[config.mk]
export PLATFORM = sky130hd
export DESIGN_NAME = lsu_align
export DESIGN_NICKNAME = d
export VERILOG_FILES = /design/src/rtl/lsu_align_pkg.sv /design/src/rtl/lsu_align_be_mask.sv /design/src/rtl/lsu_align.sv
export SDC_FILE = /design/constraint.sdc
export NUM_CORES = 1
export LEC_CHECK = 0
export CAP_MARGIN = 20
export CORE_MARGIN = 1.5
export CORE_UTILIZATION = 45
export DETAILED_ROUTE_END_ITERATION = 7
export PLACE_DENSITY_LB_ADDON = 0.05
export SLEW_MARGIN = 30
export SYNTH_ARGS = -nofsm -noshare
export SYNTH_HDL_FRONTEND = slang
export SYNTH_SLANG_ARGS = --single-unit
[constraint.sdc]
create_clock -name clk -period 2.8 [get_ports clk]
set_clock_uncertainty 0.2 [all_clocks]
set_input_delay 0.28 -clock clk [delete_from_list [all_inputs] [get_ports clk]]
set_output_delay 0.28 -clock clk [all_outputs]
set_load 0.03 [all_outputs]
[src/rtl/lsu_align_pkg.sv]
`default_nettype none
// ----------------------------------------------------------------------------
// lsu_align_pkg : access-size codes and FSM encodings for the LSU aligner
// Rev 1.0
// ----------------------------------------------------------------------------
package lsu_align_pkg;

  localparam logic [1:0] SZ_B = 2'b00;
  localparam logic [1:0] SZ_H = 2'b01;
  localparam logic [1:0] SZ_W = 2'b10;
  localparam logic [1:0] SZ_D = 2'b11;

  localparam logic [1:0] ST_IDLE  = 2'd0;
  localparam logic [1:0] ST_BEAT0 = 2'd1;
  localparam logic [1:0] ST_BEAT1 = 2'd2;
  localparam logic [1:0] ST_RESP  = 2'd3;

  function automatic int size_bytes(input logic [1:0] size);
    return 1 << size;
  endfunction

endpackage
`default_nettype wire

[src/rtl/lsu_align_be_mask.sv]
`default_nettype none
// ----------------------------------------------------------------------------
// be_mask : byte-enable mask over two consecutive bus words, with split and
//           illegal-size flags.  Rev 1.0
// ----------------------------------------------------------------------------
module be_mask
  import lsu_align_pkg::*;
#(
  parameter int NB = 4
) (
  input  logic [1:0]            size,
  input  logic [$clog2(NB)-1:0] off,
  output logic [2*NB-1:0]       mask,
  output logic                  split,
  output logic                  illegal
);

  int nbytes;
  assign nbytes = size_bytes(size);

  always_comb begin
    mask = '0;
    for (int i = 0; i < 2*NB; i++) begin
      mask[i] = (i >= int'(off)) && (i < int'(off) + nbytes);
    end
  end

  assign illegal = (nbytes > NB);
  assign split   = !illegal && (|mask[2*NB-1:NB]);

endmodule
`default_nettype wire

[src/rtl/lsu_align.sv]
`default_nettype none
// ----------------------------------------------------------------------------
// lsu_align : load/store alignment unit; lane-rotates store data, splits or
//             rejects misaligned accesses, extracts and extends load data.
// Rev 1.0
// ----------------------------------------------------------------------------
module lsu_align
  import lsu_align_pkg::*;
#(
  parameter int DW    = 32,
  parameter int AW    = 32,
  parameter bit SPLIT = 1'b1
) (
  input  logic            clk,
  input  logic            rst_n,
  input  logic            req_valid,
  output logic            req_ready,
  input  logic            req_we,
  input  logic [1:0]      req_size,
  input  logic            req_signed,
  input  logic [AW-1:0]   req_addr,
  input  logic [DW-1:0]   req_wdata,
  output logic            rsp_valid,
  output logic [DW-1:0]   rsp_rdata,
  output logic            rsp_err,
  output logic            bus_req,
  output logic            bus_we,
  output logic [AW-1:0]   bus_addr,
  output logic [DW/8-1:0] bus_be,
  output logic [DW-1:0]   bus_wdata,
  input  logic            bus_ack,
  input  logic [DW-1:0]   bus_rdata
);

  localparam int NB = DW / 8;
  localparam int OW = $clog2(NB);

  logic [1:0]    r_state;
  logic          r_we;
  logic          r_signed;
  logic          r_err;
  logic          r_split;
  logic [1:0]    r_size;
  logic [OW-1:0] r_off;
  logic [NB-1:0] r_mask_hi;
  logic [DW-1:0] r_buf;

  logic [OW-1:0]   w_off;
  logic [AW-1:0]   w_base;
  logic [2*NB-1:0] w_mask;
  logic            w_split;
  logic            w_illegal;
  logic [DW-1:0]   w_wrot;
  logic [DW-1:0]   w_buf_next;
  logic [DW-1:0]   w_rot;
  logic [DW-1:0]   w_ext;
  logic            w_sign;
  int              w_nbytes;

  assign w_off  = req_addr[OW-1:0];
  assign w_base = {req_addr[AW-1:OW], {OW{1'b0}}};

  be_mask #(.NB(NB)) u_be_mask (
    .size    (req_size),
    .off     (w_off),
    .mask    (w_mask),
    .split   (w_split),
    .illegal (w_illegal)
  );

  // Store byte i lands on lane (i+off) mod NB; both beats share this word.
  always_comb begin
    w_wrot = '0;
    for (int l = 0; l < NB; l++) begin
      w_wrot[8*l +: 8] = req_wdata[8*((l + NB - int'(w_off)) % NB) +: 8];
    end
  end

  always_comb begin
    w_buf_next = r_buf;
    for (int l = 0; l < NB; l++) begin
      if (bus_be[l]) w_buf_next[8*l +: 8] = bus_rdata[8*l +: 8];
    end
  end

  // Beats never overlap in lanes, so one NB-byte buffer rotated by off suffices.
  assign w_nbytes = size_bytes(r_size);

  always_comb begin
    w_rot  = '0;
    w_sign = 1'b0;
    for (int j = 0; j < NB; j++) begin
      w_rot[8*j +: 8] = r_buf[8*((j + int'(r_off)) % NB) +: 8];
    end
    for (int j = 0; j < NB; j++) begin
      if (j == w_nbytes - 1) w_sign = w_rot[8*j + 7];
    end
  end

  always_comb begin
    w_ext = '0;
    for (int j = 0; j < NB; j++) begin
      w_ext[8*j +: 8] = (j < w_nbytes) ? w_rot[8*j +: 8] : {8{r_signed & w_sign}};
    end
  end

  always_ff @(posedge clk or negedge rst_n) begin
    if (!rst_n) begin
      r_state   <= ST_IDLE;
      r_we      <= 1'b0;
      r_signed  <= 1'b0;
      r_err     <= 1'b0;
      r_split   <= 1'b0;
      r_size    <= SZ_B;
      r_off     <= '0;
      r_mask_hi <= '0;
      r_buf     <= '0;
      bus_we    <= 1'b0;
      bus_addr  <= '0;
      bus_be    <= '0;
      bus_wdata <= '0;
    end else begin
      case (r_state)
        ST_IDLE: begin
          if (req_valid) begin
            r_we      <= req_we;
            r_signed  <= req_signed;
            r_size    <= req_size;
            r_off     <= w_off;
            r_mask_hi <= w_mask[2*NB-1:NB];
            r_split   <= w_split;
            r_buf     <= '0;
            if (w_illegal || (w_split && !SPLIT)) begin
              r_err   <= 1'b1;
              r_state <= ST_RESP;
            end else begin
              r_err     <= 1'b0;
              r_state   <= ST_BEAT0;
              bus_we    <= req_we;
              bus_addr  <= w_base;
              bus_be    <= w_mask[NB-1:0];
              bus_wdata <= w_wrot;
            end
          end
        end
        ST_BEAT0: begin
          if (bus_ack) begin
            r_buf <= w_buf_next;
            if (r_split) begin
              r_state  <= ST_BEAT1;
              bus_addr <= bus_addr + AW'(NB);
              bus_be   <= r_mask_hi;
            end else begin
              r_state <= ST_RESP;
              bus_be  <= '0;
              bus_we  <= 1'b0;
            end
          end
        end
        ST_BEAT1: begin
          if (bus_ack) begin
            r_buf   <= w_buf_next;
            r_state <= ST_RESP;
            bus_be  <= '0;
            bus_we  <= 1'b0;
          end
        end
        default: r_state <= ST_IDLE;
      endcase
    end
  end

  assign req_ready = (r_state == ST_IDLE);
  assign bus_req   = (r_state == ST_BEAT0) || (r_state == ST_BEAT1);
  assign rsp_valid = (r_state == ST_RESP);
  assign rsp_err   = rsp_valid & r_err;
  assign rsp_rdata = (rsp_valid && !r_err && !r_we) ? w_ext : '0;

endmodule
`default_nettype wire

* Yosys cells after proc, flatten, opt, wreduce, memory -nomap -nowiden
Cells that the tools add are included.
Storage, ports and cells: word-level logic and storage cells 153, register bits 115, input bits 104, output and inout bits 105
Operators by class: shifts and indexed selects 10, multiplexer cells 40, bitwise operators 10, equal/unequal tests 17, $add $sub $neg 10, order comparisons 16, reduce and logical (&&, ||, !) cells 34
Operators by type and width (number):
- indexed part select 32 x 6 -> 8 bit | 8
- 2-to-1 mux 32 bit | 7
- < comparator 3 x 32 -> 1 bit (first input constant) | 4
- < comparator 4 x 32 -> 1 bit (first input constant) | 4
- case mux 32 bit (2 select lines) | 2
- == test 3 x 32 -> 1 bit (first input constant) | 2
- < comparator 1 x 32 -> 1 bit (first input constant) | 2
- < comparator 2 x 32 -> 1 bit (first input constant) | 2
- 2-to-1 mux 8 bit | 8
- left shift 1 x 2 -> 32 bit (first input constant) | 2
- adder 3 x 32 -> 32 bit | 1
- adder 32 x 3 -> 32 bit (second input constant) | 1
- == test 2 x 32 -> 1 bit (first input constant) | 1
- > comparator 32 x 4 -> 1 bit (second input constant) | 1
- logical NOT 32 bit | 1
- subtractor 32 x 2 -> 32 bit (second input constant) | 1
- 2-to-1 mux 4 bit | 5
- AND reduction 4 bit | 4
- OR reduction 2 bit | 8
- subtractor 3 x 2 -> 4 bit (first input constant) | 4
- != test 2 bit (second input constant) | 6
- case mux 4 bit (3 select lines) | 1
- 2-to-1 mux 1 bit | 11
- != test 2 x 1 -> 1 bit (second input constant) | 5
- other kinds (23) | 46

* Logic depth before layout (Yosys ltp)
Gate-level depths: netlist (run 1).
depth after elaboration 10, depth in mapped cells 9, mapped depth without buffers 8

* Cells and area by module
From an unflattened synthesis (run 1), not the netlist that was laid out.
Second synthesis, totals: cell total of the unflattened synthesis 742, area total of the unflattened synthesis 7267.0 µm²
By module, submodules not included:
- lsu_align | cells each 710, sequential area each 2827.7 µm², area an instance 7049.3 µm², instances 1
- be_mask | cells each 32, sequential area each 0.0 µm², area an instance 217.7 µm², instances 1

* Worst setup path before layout (run 1)
Ideal clock, no wire load.
path type input port to flip-flop, start point input port req_addr[1], end point register bus_wdata[23], path buffers 4, data arrival time 2.697 ns, slack -0.221 ns, stages on the path 8, library setup time 0.125 ns, data required time 2.475 ns, cell sequence clkbuf_1 -> buf_1 -> inv_1 -> ha_1 -> buf_2 -> buf_1 -> mux4_2 -> mux2_2
On the way: cells in the longest elaborated chain, start to end 4
RTL lines:
- from (decl) | RTL line lsu_align.sv:21 | input logic [AW-1:0] req_addr,
- subtractor 3 x 2 -> 4 bit (*) | RTL line lsu_align.sv:75 | w_wrot[8*l +: 8] = req_wdata[8*((l + NB - int'(w_off)) % NB) +: 8];
- OR reduction 2 bit (no line)
- AND 1 bit (no line)
- indexed part select 32 x 6 -> 8 bit (*) | RTL line lsu_align.sv:75
- to (signal assigned) | RTL line lsu_align.sv:142 | bus_wdata <= w_wrot;
- to (decl) | RTL line lsu_align.sv:30 | output logic [DW-1:0] bus_wdata,
Mark *: on every way between the ends. The rest lies on a longest branch, timed or not. A chain may end at the register's enable or synchronous reset.

* Worst setup path after layout (run 1)
start point register r_off[1], end point output port rsp_rdata[27]
On the way: cells in the longest elaborated chain, start to end 10, elaborated cells between the ends (all ways) 20, those cells by class 3 x add/sub; 4 x shift; 6 x mux; 4 x bitwise; 3 x reduce/logical
RTL lines:
- from (decl) | RTL line lsu_align.sv:44 | logic [OW-1:0] r_off;
- from (signal assigned) | RTL line lsu_align.sv:129 | r_off <= w_off;
- adder 1 x 2 -> 2 bit | RTL line lsu_align.sv:93 | w_rot[8*j +: 8] = r_buf[8*((j + int'(r_off)) % NB) +: 8];
- OR reduction 2 bit (no line)
- AND 1 bit (no line)
- indexed part select 32 x 6 -> 8 bit | RTL line lsu_align.sv:93
- 2-to-1 mux 1 bit (3 in a row) | RTL line lsu_align.sv:96 | if (j == w_nbytes - 1) w_sign = w_rot[8*j + 7];
- AND 1 bit | RTL line lsu_align.sv:103 | w_ext[8*j +: 8] = (j < w_nbytes) ? w_rot[8*j +: 8] : {8{r_signed & w_sign}};
- 2-to-1 mux 8 bit (*) | RTL line lsu_align.sv:103
- 2-to-1 mux 32 bit (*) | RTL line lsu_align.sv:177 | assign rsp_rdata = (rsp_valid && !r_err && !r_we) ? w_ext : '0;
- to (decl) | RTL line lsu_align.sv:24 | output logic [DW-1:0] rsp_rdata,
Marked as above.

==> results.sh, run 1 <==
export IMPL_outcome="complete, no violations"
export IMPL_die_height_um=128.6
export IMPL_clk_path_buf_depth=2
export IMPL_numCtsBuffers=17
export IMPL_rsz0062_at_grt="no"
export IMPL_fmax_ghz=0.3733
export IMPL_fin_cells=1191
export IMPL_core_um2=15310
export IMPL_num_rows=45
export IMPL_maxSlewHeadroom_pct=58.97
export IMPL_finalCoreUtilization_pct=65.84
export IMPL_port_buffer_count=206
export IMPL_syn_inst=766
export IMPL_die_x_um=128.6
export IMPL_drt_iter0_markers=419
export IMPL_slew_viol_final=0
export IMPL_max_cap_viol_count=0
export IMPL_grt_max_degree=78
export IMPL_ctsRootBufferMaster="clkbuf_16"
export IMPL_whs_ps=42.82
export IMPL_num_antenna_cells=0
export IMPL_grt_pass1_vias=6579
export IMPL_clock_latency_ps=420
export IMPL_grt_overflow_total=0
export IMPL_path_class="reg2out"
export IMPL_cp_arrival_ps=2200
export IMPL_nets=1082
export IMPL_synth_edff_count=0
export IMPL_wl_per_cell_um=17.11
export IMPL_antenna_found_initial=0
export IMPL_finalCriticalPeriod_ps=2679
export IMPL_vias_per_cell=5.542
export IMPL_yosysSeqAreaShare_pct=39.84
export IMPL_clkTransAtPathRegs_ps=50
export IMPL_leakagePower_nw=4.191
export IMPL_fin_crit_sh_pct=95.68
export IMPL_setup_tns_ps=0
export IMPL_fp_dieArea_um2=16530
export IMPL_path_cells="mux4_2 > nand2_1 > o21ai_0 > nand4b_1 > buf_6 > o21ai_0 > buf_4"
export IMPL_synthAdderAreaFrac_pct=2.045
export IMPL_syn_area_per_cell_um2=9.265
export IMPL_ys_types=53
export IMPL_setup_viol=0
export IMPL_path_max_fanout=12
export IMPL_hold_end="r_off[0]$_DFFE_PN0P_"
export IMPL_io_pins=209
export IMPL_synthArstFlopShare_pct=100.0
export IMPL_ir_drop_mv=0.8219
export IMPL_yosysTopAreaCellShare_pct=39.84
export IMPL_powerDensity_nw_per_um2=1204
export IMPL_dp_cells=1157
export IMPL_cts_tree="built"
export IMPL_ant_nets=0
export IMPL_crit_top_cell="o21ai_0"
export IMPL_muxShareOfSynthArea_pct=20.05
export IMPL_num_vias=6600
export IMPL_place_gp_congestion=0.9251
export IMPL_cp_required_ps=2320
export IMPL_grt_pass1_wl_mm=33.07
export IMPL_ys_ff_latch=113
export IMPL_worstHoldStart="req_addr[0]"
export IMPL_syn2layout_area_growth_pct=42.08
export IMPL_grt_use_total_pct=25.42
export IMPL_synth_area_leader_cell="dfrtp_1"
export IMPL_synthXorXnorAreaFrac_pct=0.1234
export IMPL_r2r_slack_ps=500
export IMPL_yosysWarnings=0
export IMPL_remaining_drc_errors=0
export IMPL_drt_total_wl_mm=20.38
export IMPL_synth_top_family_by_area="multiplexers"
export IMPL_synthFlopType="dfrtp_1"
export IMPL_synthSimpleGateAreaFrac_pct=15.71
export IMPL_cp_end_kind="output port"
export IMPL_crit_path_max_incr_delay_ps=530
export IMPL_rr_endpoint="bus_addr[23]$_DFFE_PN0P_"
export IMPL_layout_drive_gt1_share_pct=17.86
export IMPL_worst_slew_pin_slew_ps=615.4
export IMPL_first_pass_iters=5
export IMPL_synthTopCellsByArea="dfrtp_1 (40%), mux4_2 (10%), o21ai_0 (7.0%), mux2_2 (6.2%), a21oi_1 (4.2%)"
export IMPL_finalHoldViolations=0
export IMPL_dp_hpwl_mm=14.67
export IMPL_htree_levels=4
export IMPL_reg2reg_from="r_state[1]$_DFFE_PN0P_"
export IMPL_min_delay_path_depth=3
export IMPL_start_kind="register"
export IMPL_critPathSlowestCell="mux4_2"
export IMPL_cts_sinks=113
export IMPL_synth_compound_area_share_pct=16.38
export IMPL_fillers=1249
export IMPL_syn_cell_area_um2=7097
export IMPL_r2r_cells=7
export IMPL_start_util_pct=46.34
export IMPL_hp_class="in2reg"
==> kinds of logic after synthesis <==
group                      count (synthesis)
AOI/OAI and AO/OA                        207
xor gates and xnor gates                   1
adders and majority gates                 11
buffers and inverters                    100
DFF                                      113
muxes                                     96
other                                      1
and+or+nand+nor                          237
==> placed cells by master (no fill, tap or decap), types with 9 or more instances in the layout <==
cell / netlist / final
clkbuf_16: 0 / 17
nand3_1: 49 / 49
nor3_1: 9 / 9
clkdlybuf4s50_1: 0 / 171
a21oi_1: 60 / 59
nor2_1: 62 / 62
o21ai_0: 99 / 97
buf_4: 3 / 41
nand2_1: 75 / 75
a2bb2oi_1: 9 / 9
mux2i_1: 24 / 23
inv_1: 43 / 43
mux4_2: 33 / 33
mux2_2: 39 / 39
dfrtp_1: 113 / 112
o22ai_1: 17 / 16
ha_1: 10 / 9
==> how the worst max path moves through the flow <==
stage	from	slack, ps	cells past startpoint	end
2_1_floorplan	req_addr[0]	1	8	bus_wdata[23]$_DFFE_PN0P_
3_3_place_gp	req_size[1]	250	9	bus_be[1]$_DFFE_PN0P_
3_5_place_dp	req_size[1]	190	9	bus_be[2]$_DFFE_PN0P_
4_1_cts	r_off[1]$_DFFE_PN0P_	10	7	rsp_rdata[14]
5_1_grt	r_off[1]$_DFFE_PN0P_	3	7	rsp_rdata[29]
6_report	r_off[1]$_DFFE_PN0P_	120	7	rsp_rdata[27]
==> stage by stage <==
| stage | setup WS [ps] | total power, mW | cell area, um2 |
|---|---|---|---|
| after global placement | 248.3 | 9.579 | 9437 |
| after detailed placement | 191.8 | 9.754 | 9437 |
| after global routing | 3.069 | 12.96 | 10080 |
| after CTS | 10.53 | 12.17 | 10080 |
| after floorplan | 0.9814 | 7.291 | 7103 |
| final | 121.1 | 12.14 | 10080 |
==> layer usage <==
metal / vias to the layer above / GRT usage [%] / wire [um]
li1: 3165 / - / -
met1: 3183 / 32.29 / 8772
met2: 228 / 43.14 / 10030
met3: 24 / 6.528 / 1296
met4: 0 / 7.336 / 283
met5: - / 0 / 0
==> power by group <==
part | total [mW] | switching (mW) | internal (mW)
sequential | 3.10 | 0.685 | 2.42
combinational | 6.67 | 3.95 | 2.72
clock | 2.37 | 0.767 | 1.60
==> synthesized netlist by cell type (9+ instances only) <==
cell type  number
a21oi_1        60
a2bb2oi_1       9
buf_2          20
clkbuf_1       26
dfrtp_1       113
ha_1           10
inv_1          43
mux2_2         39
mux2i_1        24
mux4_2         33
nand2_1        75
nand3_1        49
nor2_1         62
nor3_1          9
o21ai_0        99
o22ai_1        17
==> repair_timing <==
| item | CTS | global route |
|---|---|---|
| resized for setup | 15 | 21 |
| pin swaps | 1 | 1 |
| hold buffers | 1 | 0 |
| endpoints found under the hold margin | 36 | 0 |
| setup endpoints to repair | 31 | 22 |
| setup buffers | 1 | 0 |
==> worst max-delay path: cells and delay by family (launching register included) <==
| family | cells | cell delay, ps |
|---|---|---|
| AND/OR/NAND/NOR | 2 | 280 |
| buffers and inverters | 2 | 370 |
| multiplexers | 1 | 530 |
| AO/OA/AOI/OAI | 2 | 180 |
| flip-flops | 1 | 420 |
==> layout make-up <==
cell class / instances / area, um2 / area share (%)
Clock buffer: 23 / 498.0 / 4.939
Multi-Input combinational cell: 554 / 3894 / 38.62
Clock inverter: 9 / 151.4 / 1.501
Inverter: 44 / 165.2 / 1.638
Timing Repair Buffer: 237 / 2282 / 22.63
Tap cell: 211 / 264.0 / 2.618
Sequential cell: 113 / 2829 / 28.06
==> sequential cells by signal, indices dropped and copies added, names as in the netlist, 2 cells and up <==
| signal | flops |
|---|---|
| bus_be | 4 |
| r_state | 2 |
| r_off | 2 |
| r_mask_hi | 4 |
| r_buf | 32 |
| r_size | 2 |
| bus_wdata | 32 |
| bus_addr | 30 |
(Power assumes the default switching activity.)
==> inputs of run 2 (changes only) <==
--- a/config.mk
+++ b/config.mk
@@ -9,6 +9,7 @@
 export CORE_MARGIN = 1.5
 export CORE_UTILIZATION = 45
 export DETAILED_ROUTE_END_ITERATION = 7
+export GPL_ROUTABILITY_DRIVEN = 0
 export PLACE_DENSITY_LB_ADDON = 0.05
 export SLEW_MARGIN = 30
 export SYNTH_ARGS = -nofsm -noshare
==> run 2 against run 1 <==
Against the previous run: routed wire length down 0.40%; non-clock buffer count up 3; critical endpoint is now rsp_rdata[25]; clock power down 8.9%; first-iteration DRC count up 18%; register-to-register slack worse by 50 ps.
==> results.sh, run 2 (synthesis results as in run 1) <==
export IMPL_dp_hpwl_mm=14.71
export IMPL_hold_end="r_off[0]$_DFFE_PN0P_"
export IMPL_grt_pass1_vias=6514
export IMPL_wl_met2_mm=10.07
export IMPL_place_worst_setup_slack_ps=165.6
export IMPL_first_pass_iters=8
export IMPL_finalCoreUtilization_pct=65.56
export IMPL_num_rows=45
export IMPL_maxSlewHeadroom_pct=59.63
export IMPL_finalHoldViolations=0
export IMPL_fp_dieArea_um2=16530
export IMPL_outcome="complete, no violations"
export IMPL_die_x_um=128.6
export IMPL_wl_per_cell_um=17.00
export IMPL_dp_cells=1160
export IMPL_fin_crit_sh_pct=96.79
export IMPL_io_pins=209
export IMPL_fin_cells=1194
export IMPL_die_height_um=128.6
export IMPL_powerDensity_nw_per_um2=1185
export IMPL_fmax_ghz=0.3690
export IMPL_largestRegisters="bus_wdata x32, r_buf x32, bus_addr x30"
export IMPL_grt_max_degree=56
export IMPL_mostFrequentLayoutCells="clkdlybuf4s50_1 (171), dfrtp_1 (112), o21ai_0 (98), nand2_1 (75), nor2_1 (62)"
export IMPL_timing_final_ws_setup_ps=90.01
export IMPL_core_um2=15310
export IMPL_setup_tns_ps=0
export IMPL_wl_met1_mm=8.520
export IMPL_num_vias=6693
export IMPL_finalCriticalPeriod_ps=2710
export IMPL_min_delay_path_depth=3
export IMPL_hp_class="in2reg"
export IMPL_cp_required_ps=2320
export IMPL_layout_commonest_cell="clkdlybuf4s50_1"
export IMPL_top_layer="met4"
export IMPL_vias_per_cell=5.606
export IMPL_numCtsBuffers=17
export IMPL_grt_overflow_total=0
export IMPL_worst_slew_pin_slew_ps=605.5
export IMPL_grt_use_total_pct=25.19
export IMPL_path_class="reg2out"
export IMPL_rr_endpoint="bus_addr[24]$_DFFE_PN0P_"
export IMPL_clkTransAtPathRegs_ps=60
export IMPL_ir_drop_mv=0.7861
export IMPL_r2r_slack_ps=450
export IMPL_setup_viol=0
export IMPL_ctsRootBufferMaster="clkbuf_16"
export IMPL_nets=1085
export IMPL_port_buffer_count=206
export IMPL_cts_sinks=113
export IMPL_met3WireLength_mm=1.403
export IMPL_clk_path_buf_depth=2
export IMPL_start_util_pct=46.34
export IMPL_drt_iter0_markers=496
export IMPL_start_kind="register"
export IMPL_path_max_fanout=15
export IMPL_reg2reg_from="r_state[1]$_DFFE_PN0P_"
export IMPL_syn2layout_area_growth_pct=41.48
export IMPL_max_cap_viol_count=0
export IMPL_layout_drive_gt1_share_pct=18.21
export IMPL_cp_end_kind="output port"
export IMPL_antenna_found_initial=0
export IMPL_r2r_cells=7
export IMPL_remaining_drc_errors=0
export IMPL_ant_nets=0
export IMPL_cp_arrival_ps=2230
export IMPL_worstHoldStart="req_addr[0]"
export IMPL_grt_pass1_wl_mm=32.66
export IMPL_rsz0062_at_grt="no"
export IMPL_slew_viol_final=0
export IMPL_htree_levels=4
export IMPL_cts_tree="built"
export IMPL_clock_latency_ps=420
export IMPL_drt_total_wl_mm=20.30
export IMPL_leakagePower_nw=4.174
export IMPL_num_antenna_cells=0
[run 2: worst max path at each step]
stage | startpoint | end | depth (start not counted)
detailed placement | req_size[1] | bus_be[2]$_DFFE_PN0P_ | 9
CTS | r_off[1]$_DFFE_PN0P_ | rsp_rdata[14] | 7
finish | r_off[1]$_DFFE_PN0P_ | rsp_rdata[25] | 7
global placement | req_size[1] | bus_be[1]$_DFFE_PN0P_ | 9
floorplan | req_addr[0] | bus_wdata[23]$_DFFE_PN0P_ | 8
global route | r_off[1]$_DFFE_PN0P_ | rsp_rdata[23] | 7
[run 2: per-stage QoR]
step / hold WS [ps] / power (mW) / instance area (um2)
final: 20.20 / 11.90 / 10040
after detailed placement: 130.2 / 9.738 / 9459
after floorplan: -215.6 / 7.291 / 7103
after global placement: 126.0 / 9.570 / 9459
after CTS: 16.40 / 11.93 / 10060
after global routing: 24.58 / 12.70 / 10040
[run 2: critical path, stage by stage, from the launching register on]
cell and delay (ps):
dfrtp_2 420, mux2_2 380, mux2i_2 220, o21ai_0 120, nand4b_1 170, buf_12 150
o21ai_0 130, buf_4 220
[run 2: timing repair]
| action | 4_1_cts | 5_1_grt |
|---|---|---|
| hold buffers | 1 | 0 |
| gates resized for setup | 15 | 19 |
| cloned | 0 | 0 |
| endpoints found under the hold margin | 43 | 0 |
| buffers inserted | 1 | 0 |
| endpoints found under the setup margin | 31 | 24 |
| pin swaps | 1 | 0 |
[run 2: area by class of cell]
| type | count | area [um2] |
|---|---|---|
| clock buffers | 22 | 484.2 |
| clock inverters | 10 | 107.6 |
| fillers | 1224 | 5274 |
| inverters | 44 | 165.2 |
| multi-input cells | 554 | 3885 |
| flip-flops and latches | 113 | 2829 |
| well taps | 211 | 264.0 |
| repair buffers | 240 | 2306 |
[run 2: routing by layer]
metal / up-vias / global-route usage [%]
li1: 3176 / -
met1: 3234 / 31.42
met2: 261 / 43.58
met3: 22 / 5.489
met4: 0 / 8.526
met5: - / 0
[run 2: power by group]
group / internal [mW] / switching (mW) / total [mW]
logic: 2.71 / 3.93 / 6.64
clock network: 1.39 / 0.766 / 2.16
registers: 2.42 / 0.683 / 3.10
